[src/rtl/alu_core.sv]
// alu_core -- single-cycle registered ALU.
//
// Every rising clock edge captures the result of the operation chosen by sel
// on operands A and B. There is no handshake: one result per cycle, always
// valid one cycle after its inputs are presented.
//
// Ports
//   clock    : single clock, all state changes on its rising edge
//   reset_n  : synchronous active-low reset, clears out and carry
//   A, B     : unsigned WIDTH-bit operands
//   sel      : 4-bit operation select (0..15, see case table below)
//   out      : registered WIDTH-bit result, truncated to the low WIDTH bits
//   carry    : registered carry-out of A+B, produced for every sel value
module alu_core #(
    parameter int WIDTH = 5
) (
    input  logic             clock,
    input  logic             reset_n,
    input  logic [WIDTH-1:0] A,
    input  logic [WIDTH-1:0] B,
    input  logic [3:0]       sel,
    output logic [WIDTH-1:0] out,
    output logic             carry
);

    localparam logic [WIDTH-1:0] ALL_ONES = '1;
    localparam logic [WIDTH-1:0] ZERO     = '0;

    // Widened sum: its top bit is the carry flag whatever sel is, so the
    // adder feeds both the sel=0 result and the carry register.
    logic [WIDTH:0]   sum;
    logic [WIDTH-1:0] diff;
    logic [WIDTH-1:0] prod;
    logic [WIDTH-1:0] quot;
    logic [WIDTH-1:0] res;

    assign sum  = {1'b0, A} + {1'b0, B};
    assign diff = A - B;              // wraps modulo 2^WIDTH
    assign prod = A * B;              // low WIDTH bits of the product
    // Division by zero saturates to all ones instead of being undefined.
    assign quot = (B == ZERO) ? ALL_ONES : (A / B);

    always_comb begin
        res = ZERO;
        unique case (sel)
            4'd0:  res = sum[WIDTH-1:0];
            4'd1:  res = diff;
            4'd2:  res = prod;
            4'd3:  res = quot;
            4'd4:  res = {A[WIDTH-2:0], 1'b0};
            4'd5:  res = {1'b0, A[WIDTH-1:1]};
            4'd6:  res = {A[WIDTH-2:0], A[WIDTH-1]};
            4'd7:  res = {A[0], A[WIDTH-1:1]};
            4'd8:  res = A & B;
            4'd9:  res = A | B;
            4'd10: res = A ^ B;
            4'd11: res = ~(A | B);
            4'd12: res = ~(A & B);
            4'd13: res = ~(A ^ B);
            4'd14: res = {{(WIDTH-1){1'b0}}, (A > B)};
            4'd15: res = {{(WIDTH-1){1'b0}}, (A == B)};
            default: res = ZERO;
        endcase
    end

    always_ff @(posedge clock) begin
        if (!reset_n) begin
            out   <= ZERO;
            carry <= 1'b0;
        end else begin
            out   <= res;
            carry <= sum[WIDTH];
        end
    end

endmodule

[config.mk]
export PLATFORM = sky130hd
export DESIGN_NAME = alu_core
export DESIGN_NICKNAME = d
export VERILOG_FILES = /design/src/rtl/alu_core.sv
export SDC_FILE = /design/constraint.sdc
export NUM_CORES = 1
export LEC_CHECK = 0
export BUFFER_PORTS_ARGS = -buffer_cell sky130_fd_sc_hd__buf_2
export CORE_MARGIN = 10
export CORE_UTILIZATION = 28
export DETAILED_ROUTE_END_ITERATION = 12
export GPL_TIMING_DRIVEN = 0
export PLACE_DENSITY = 0.43
export SLEW_MARGIN = 20
export SYNTH_ARGS = -nofsm -noshare
export SYNTH_HDL_FRONTEND = slang
export SYNTH_SLANG_ARGS = --single-unit
[constraint.sdc]
create_clock -name clock -period 10.8 [get_ports clock]
set_input_delay 2.16 -clock clock [delete_from_list [all_inputs] [get_ports clock]]
set_output_delay 2.16 -clock clock [all_outputs]
set_load 0.005 [all_outputs]
==> impl_metrics.json, run 1 <==
{
  "antenna_cells_inserted": 0,
  "finalSetupTns_ns": 0,
  "die_width_um": 106,
  "cts_hold_repair.buffers": 0,
  "post_drt_wl_per_cell_um": 16.8,
  "cts_root_buffer": "sky130_fd_sc_hd__clkbuf_8",
  "cp.arrival_ns": 8.23,
  "flow.area_growth_from_synthesis_pct": 12.2,
  "cpMostUsedCell": "sky130_fd_sc_hd__ha_1",
  "clockPowerShare_pct": 19.2,
  "grtUsageTotal_pct": 11.6,
  "synth-adder-area-share_pct": 27.1,
  "synth_cell_type_count": 61,
  "p_int_uw": 96.6,
  "worst_hold_path_type": "in2reg",
  "final_layout_size_suffix_gt1_share_pct": 13.9,
  "layout_commonest_cell": "sky130_fd_sc_hd__ha_1",
  "routed-via-count": 2027,
  "power.density_cell_area_mw_per_mm2": 71.6,
  "numPlacedInstances": 392,
  "syn_area_mm2": 0.00209,
  "cts.clk_slew.worst_paths_ns": 0.03,
  "crit_fanout": 10,
  "irDropWorstVdd_uv": 38.4,
  "switching_power_uw": 71.7,
  "grt_max_degree": 13,
  "synth-compound-area-share_pct": 26.0,
  "die_area_mm2": 0.0113,
  "comb_power_share_pct": 66.0,
  "worst_hold_path.num_cells": 4,
  "syn-mean-instance-area_um2": 7.62,
  "crit_path_start_kind": "input pin",
  "synth_sequential_area_ratio_pct": 5.73,
  "synth-edff-count": 0,
  "cp_slowest_cell": "sky130_fd_sc_hd__a2111oi_2",
  "antenna_left": 0,
  "multi_input_comb_area_mm2": 0.00180,
  "finalCritPeriodShare_pct": 75.3,
  "worst-slew-pin-transition_ns": 1.05,
  "cts_num_sinks": 6,
  "totalWireLength_um": 6620,
  "mostFrequentLayoutCells": "sky130_fd_sc_hd__ha_1 (39), sky130_fd_sc_hd__nor2_1 (28), sky130_fd_sc_hd__inv_1 (24), sky130_fd_sc_hd__buf_2 (24), sky130_fd_sc_hd__nand2_1 (15)",
  "mappedNetlistNets": 334,
  "std_cell_rows": 31,
  "dp_hpwl_um": 5390,
  "buffers_on_ports": 18,
  "largest_family_of_logic_cells_by_synthesized_area": "adder cells",
  "die_height_um": 106,
  "timing.max_slew.rel_slack_pct": 29.5,
  "max-clock-path-buffers": 2,
  "run_status": "completed",
  "viasPerCell": 5.13,
  "wire_length_of_the_first_global_routing_pass_um": 10800,
  "total_leakage_power_uw": 0.00101,
  "timing.final.max_slew_violations": 0,
  "initial_utilization_pct": 28.9,
  "async_reset_ff_share_pct": 0,
  "finalHoldViolations": 0,
  "swShare_pct": 42.6,
  "grt.overflow.total": 0,
  "core_area_mm2": 0.00725,
  "routabilityCongestion": 0.821,
  "max-cap-violations": 0,
  "fin_nets": 357,
  "clock_tree_from_tritoncts": "done",
  "synthCells": 275,
  "fillerInstances": 820,
  "synth-xor-area-share_pct": 7.53,
  "io-pin-count": 22,
  "yosysWarnings": 0,
  "final_standard_cell_count_with_taps_included_and_fillers_excluded": 395,
  "antenna_violations_before_repair": 0,
  "cts.repair_timing.setup_buffer_count": 0,
  "worst_hold_path.endpoint": "out[3]",
  "first_iter_violations": 121,
  "synth_top_flop_cell": "sky130_fd_sc_hd__dfxtp_1",
  "drc": 0,
  "power.sequential.fraction_pct": 14.8,
  "postSynthRegisterBits": 6,
  "clock.fmax_mhz": 123,
  "number_of_buffers_created_by_cts": 3,
  "h-tree-depth": 1,
  "hold_path.startpoint": "sel[2]",
  "min_period_ns": 8.14,
  "cts-resized-gates": 0,
  "setup_viol": 0,
  "drt_pass1_iterations": 4,
  "area.sequential_um2": 120,
  "cp.required_ns": 10.90,
  "critical_path_class": "in2reg",
  "post_synth_mux_area_share_pct": 6.03,
  "first_global_vias": 2024,
  "critPathMaxStageDelay_ns": 0.73,
  "unrepaired_setup_endpoints_after_global_routing": "false",
  "nature_of_the_critical_path_endpoint": "flop",
  "post_synthesis_share_of_cell_area_spent_on_and_or_nand_and_nor_gates_pct": 19.4
}
-- worst max path at each step --
stage	from	endpoint	slack, ns	cells past startpoint
after CTS	B[0]	out[0]	2.60	25
after global routing	B[0]	out[0]	2.21	25
final	B[0]	out[0]	2.66	25
after detailed placement	B[0]	out[0]	2.37	25
after global placement	B[0]	out[0]	2.40	25
after floorplan	B[2]	out[0]	3.52	23
-- worst max-delay path, delay by kind of cell --
family	cells	cell delay, ns
AND/OR/NAND/NOR	3	0.49
multiplexers	1	0.40
adder cells (fa/ha/maj)	5	1.64
AO/OA/AOI/OAI	14	3.11
buffers and inverters	2	0.41
-- power groups by stage --
stage | Combinational (uW) | Sequential (uW) | Clock, uW
6_report | 111 | 24.9 | 32.3
5_1_grt | 125 | 25.0 | 35.7
4_1_cts | 112 | 24.9 | 33.5
3_5_place_dp | 112 | 25.3 | 0
3_3_place_gp | 112 | 25.1 | 0
2_1_floorplan | 80.1 | 25.7 | 0
-- area by class of cell --
class / instances / share of cell area [%]
Buffer: 17 / 3.51
Clock buffer: 3 / 1.76
Inverter: 24 / 3.83
Multi-Input combinational cell: 228 / 76.7
Sequential cell: 6 / 5.11
Tap cell: 99 / 5.27
Timing Repair Buffer: 18 / 3.83
-- per-stage QoR --
stage          util (%)  worst slack (ns)  area [um^2]  hold slack, ns  total power (uW)
3_3_place_gp       31.8              2.40         2310            2.54               137
3_5_place_dp       31.8              2.37         2310            2.54               137
2_1_floorplan         -              3.52         2090            2.39               106
6_report           32.4              2.66         2350            2.37               168
5_1_grt            32.4              2.21         2350            2.39               186
4_1_cts            32.4              2.60         2350            2.36               171
-- state kept, by name, summed over array words and instances, names as in the netlist --
name	cells
out	5
carry	1
-- cell usage after synthesis, types with 2 or more instances --
cell type	count	area, um^2
sky130_fd_sc_hd__ha_1	39	488
sky130_fd_sc_hd__nand2_1	15	56.3
sky130_fd_sc_hd__fa_1	4	80.1
sky130_fd_sc_hd__nor2b_1	10	62.6
sky130_fd_sc_hd__o21a_1	5	37.5
sky130_fd_sc_hd__o21ai_0	10	50.1
sky130_fd_sc_hd__nand2b_1	4	25.0
sky130_fd_sc_hd__nor4b_1	2	17.5
sky130_fd_sc_hd__mux2i_1	4	40.0
sky130_fd_sc_hd__a21o_1	2	15.0
sky130_fd_sc_hd__mux2_4	2	30.0
sky130_fd_sc_hd__a32oi_1	2	17.5
sky130_fd_sc_hd__nand4_1	3	18.8
sky130_fd_sc_hd__xor2_1	4	35.0
sky130_fd_sc_hd__a221oi_1	2	17.5
sky130_fd_sc_hd__o311ai_0	2	17.5
sky130_fd_sc_hd__dfxtp_1	6	120
sky130_fd_sc_hd__nor4_1	2	12.5
sky130_fd_sc_hd__a211oi_1	4	30.0
sky130_fd_sc_hd__nor2_1	28	105
sky130_fd_sc_hd__o22ai_1	2	12.5
sky130_fd_sc_hd__o211ai_1	4	30.0
sky130_fd_sc_hd__o21bai_1	4	30.0
sky130_fd_sc_hd__a21boi_0	2	15.0
sky130_fd_sc_hd__mux2_2	5	56.3
sky130_fd_sc_hd__clkbuf_1	8	30.0
sky130_fd_sc_hd__nor3b_1	3	22.5
sky130_fd_sc_hd__inv_1	24	90.1
sky130_fd_sc_hd__nor3_1	4	20.0
sky130_fd_sc_hd__a311oi_1	2	17.5
sky130_fd_sc_hd__or3_1	2	12.5
sky130_fd_sc_hd__nand3_1	4	20.0
sky130_fd_sc_hd__buf_2	6	30.0
sky130_fd_sc_hd__a31oi_1	2	12.5
sky130_fd_sc_hd__xnor2_1	14	123
sky130_fd_sc_hd__a21oi_1	14	70.1
-- logic make-up after synthesis --
| logic type | count (synthesis) |
|---|---|
| AND/OR/NAND/NOR | 81 |
| flip-flops | 6 |
| AO/OA/AOI/OAI | 75 |
| multiplexers | 11 |
| adder cells (fa/ha/maj) | 43 |
| XOR/XNOR | 18 |
| buffers and inverters | 41 |
-- routing by layer --
metal  global-route usage (%)  wire length (um)
met3                     1.45               218
met1                     16.8              3340
met4                     1.16                42
met5                        0                 0
met2                     18.5              3020
(Power assumes the default switching activity.)
==> inputs of run 2 (changes only) <==
ABC_AREA = 1   (was default)
PLACE_DENSITY = 0.44   (was 0.43)
clock period = 6.76 ns   (was 10.8 ns; I/O delays follow)
==> run 2 against run 1 <==
Compared with the run above: clock power up 63%; setup slack lost 2.1 ns; sequential share of layout area down 0.22 points; routed wire length grew 5.0%; cell count is 27% higher; critical path type unchanged; non-clock buffer count down 7; combinational power is 64% higher; worst hold slack worse by 0.97 ns; sequential power grew 61%.
==> impl_metrics.json, run 2 <==
{
  "run_status": "completed",
  "critical-path-top-delay-family": "simple AND/OR/NAND/NOR gates",
  "grtUsageTotal_pct": 12.0,
  "cp_slowest_cell": "sky130_fd_sc_hd__ha_1",
  "buf_inv_on_cp": 8,
  "setup_viol": 0,
  "crit_fanout": 8,
  "mostFrequentLayoutCells": "sky130_fd_sc_hd__nand2_1 (108), sky130_fd_sc_hd__inv_1 (61), sky130_fd_sc_hd__nor2_1 (43)",
  "antenna_violations_before_repair": 0,
  "fin_nets": 463,
  "cts_num_sinks": 6,
  "pre_cts_slack_ns": 0.119,
  "timing.critical_path.to": "out[0]",
  "finalCritPeriodShare_pct": 91.9,
  "cts.clk_slew.worst_paths_ns": 0.04,
  "irDropWorstVdd_uv": 56.3,
  "dp_hpwl_um": 5850,
  "async_reset_ff_share_pct": 0,
  "h-tree-depth": 1,
  "drc": 0,
  "postSynthRegisterBits": 6,
  "die_area_mm2": 0.0116,
  "cts_root_buffer": "sky130_fd_sc_hd__clkbuf_8",
  "viasPerCell": 4.63,
  "flow.area_growth_from_synthesis_pct": 14.2,
  "mappedNetlistNets": 435,
  "routabilityCongestion": 0.864,
  "finalHoldViolations": 0,
  "synth_top_flop_cell": "sky130_fd_sc_hd__dfxtp_1",
  "yosysWarnings": 0,
  "synthMostInstantiatedCell": "sky130_fd_sc_hd__nand2_1",
  "synthCells": 376,
  "synth.largest_area_cell": "sky130_fd_sc_hd__ha_1",
  "final_layout_size_suffix_gt1_share_pct": 10.7,
  "drt_pass1_iterations": 4,
  "placed_cell_area_mm2": 0.00237,
  "synth_sequential_area_ratio_pct": 5.58,
  "layout.core_utilization_pct": 33.3,
  "registers.top_by_ff_count": "out",
  "finalSetupTns_ns": 0,
  "max-clock-path-buffers": 2,
  "cts_hold_repair.buffers": 0,
  "wire_length_of_the_first_global_routing_pass_um": 11400,
  "core_area_mm2": 0.00737,
  "first_global_vias": 2297,
  "total_leakage_power_uw": 0.00141,
  "antenna_left": 0,
  "stdcell_area_mm2": 0.00246,
  "design_power_total_uw": 275,
  "syn-mean-instance-area_um2": 5.72,
  "ys_top_cells_by_count": "sky130_fd_sc_hd__nand2_1 (109), sky130_fd_sc_hd__inv_1 (62), sky130_fd_sc_hd__nor2_1 (43)",
  "grt_max_degree": 10,
  "std_cell_rows": 31,
  "grt.overflow.total": 0,
  "buffers_on_ports": 20,
  "critical_path_class": "in2reg",
  "critPathMaxStageDelay_ns": 0.34,
  "routed-via-count": 2320,
  "ys_top_cells_by_area": "sky130_fd_sc_hd__ha_1 (23%), sky130_fd_sc_hd__nand2_1 (19%), sky130_fd_sc_hd__inv_1 (11%)",
  "syn_area_mm2": 0.00215,
  "nature_of_the_critical_path_endpoint": "flop",
  "cpMostUsedCell": "sky130_fd_sc_hd__nand2_1",
  "number_of_buffers_created_by_cts": 3,
  "clock.fmax_mhz": 161,
  "worst-slew-pin-transition_ns": 0.490,
  "clock_tree_from_tritoncts": "done",
  "first_iter_violations": 110,
  "cp_num_cells": 39,
  "synth_cell_type_count": 31,
  "antenna_cells_inserted": 0,
  "max-cap-violations": 0,
  "cp.arrival_ns": 6.32,
  "crit_path_start_kind": "input pin",
  "worst_hold_path_type": "in2reg",
  "setup_ws_ns": 0.545,
  "fraction_of_synthesized_cell_area_taken_by_the_top_area_cell_type_pct": 22.7,
  "worstSetupStartpoint": "B[0]",
  "cp.required_ns": 6.87,
  "initial_utilization_pct": 29.2,
  "totalWireLength_um": 6950,
  "io-pin-count": 22,
  "timing.max_slew.rel_slack_pct": 67.2,
  "largest_register_ffs": 5,
  "biggestRegsByFlops": "out (5), carry (1)",
  "synth-edff-count": 0,
  "post_drt_wl_per_cell_um": 13.9,
  "die_width_um": 108,
  "timing.final.max_slew_violations": 0,
  "power.density_cell_area_mw_per_mm2": 112,
  "die_height_um": 108,
  "min_period_ns": 6.21,
  "layout_commonest_cell": "sky130_fd_sc_hd__nand2_1"
}
run 2: cell types whose count changed after synthesis, sizes merged, moves of 12 or more:
cell,previous run,this run
o21ai,12,26
nand2,15,109
inv,24,65
nor2,28,47
xnor2,14,2
nand3,4,24
run 2: layout make-up:
| class | count | area, um^2 |
|---|---|---|
| Buffer | 5 | 28.8 |
| Tap cell | 99 | 124 |
| Timing Repair Buffer | 23 | 125 |
| Multi-Input combinational cell | 300 | 1770 |
| Clock buffer | 3 | 41.3 |
| Fill cell | 866 | 4910 |
| Inverter | 65 | 248 |
| Sequential cell | 6 | 120 |
run 2: metrics by stage:
step / instances / hold WS [ns]
floorplan: 376 / 1.47
global placement: 495 / 1.63
detailed placement: 495 / 1.63
CTS: 498 / 1.40
global route: 501 / 1.42
finish: 501 / 1.40
run 2: kinds of logic after synthesis:
group	after synthesis	share of synthesized area, %
AOI/OAI and AO/OA	43	10.6
DFF	6	5.58
and+or+nand+nor	204	40.6
xor gates and xnor gates	10	4.07
adders and majority gates	43	26.4
buffers and inverters	70	12.7
run 2: worst min path at each step:
stage,startpoint,end,cells after the start
global route,reset_n,out[1],3
finish,reset_n,out[1],3
global placement,reset_n,out[1],3
floorplan,reset_n,out[1],2
detailed placement,reset_n,out[1],3
CTS,reset_n,out[1],3
run 2: repair_timing:
item | CTS | global route
gates resized for setup | 0 | 7
setup endpoints to repair | 0 | 1
setup buffers | 0 | 3
run 2: metal layers:
metal	wire (um)	part of all wire, %	track usage [%]
met5	0	0	0
met4	146	2.1	2.86
met3	219	3.2	1.80
met2	3160	45	19.8
met1	3430	49	15.9
run 2: worst min-delay path, stage by stage:
cell	delay, ns
sky130_fd_sc_hd__buf_2	0.12
sky130_fd_sc_hd__nand2_1	0.06
sky130_fd_sc_hd__a21oi_1	0.03
run 2: where the power goes:
group | switching (uW) | internal, uW | total [uW]
logic | 115 | 67.5 | 182
registers | 0.649 | 39.5 | 40.1
clock network | 14.4 | 38.2 | 52.6
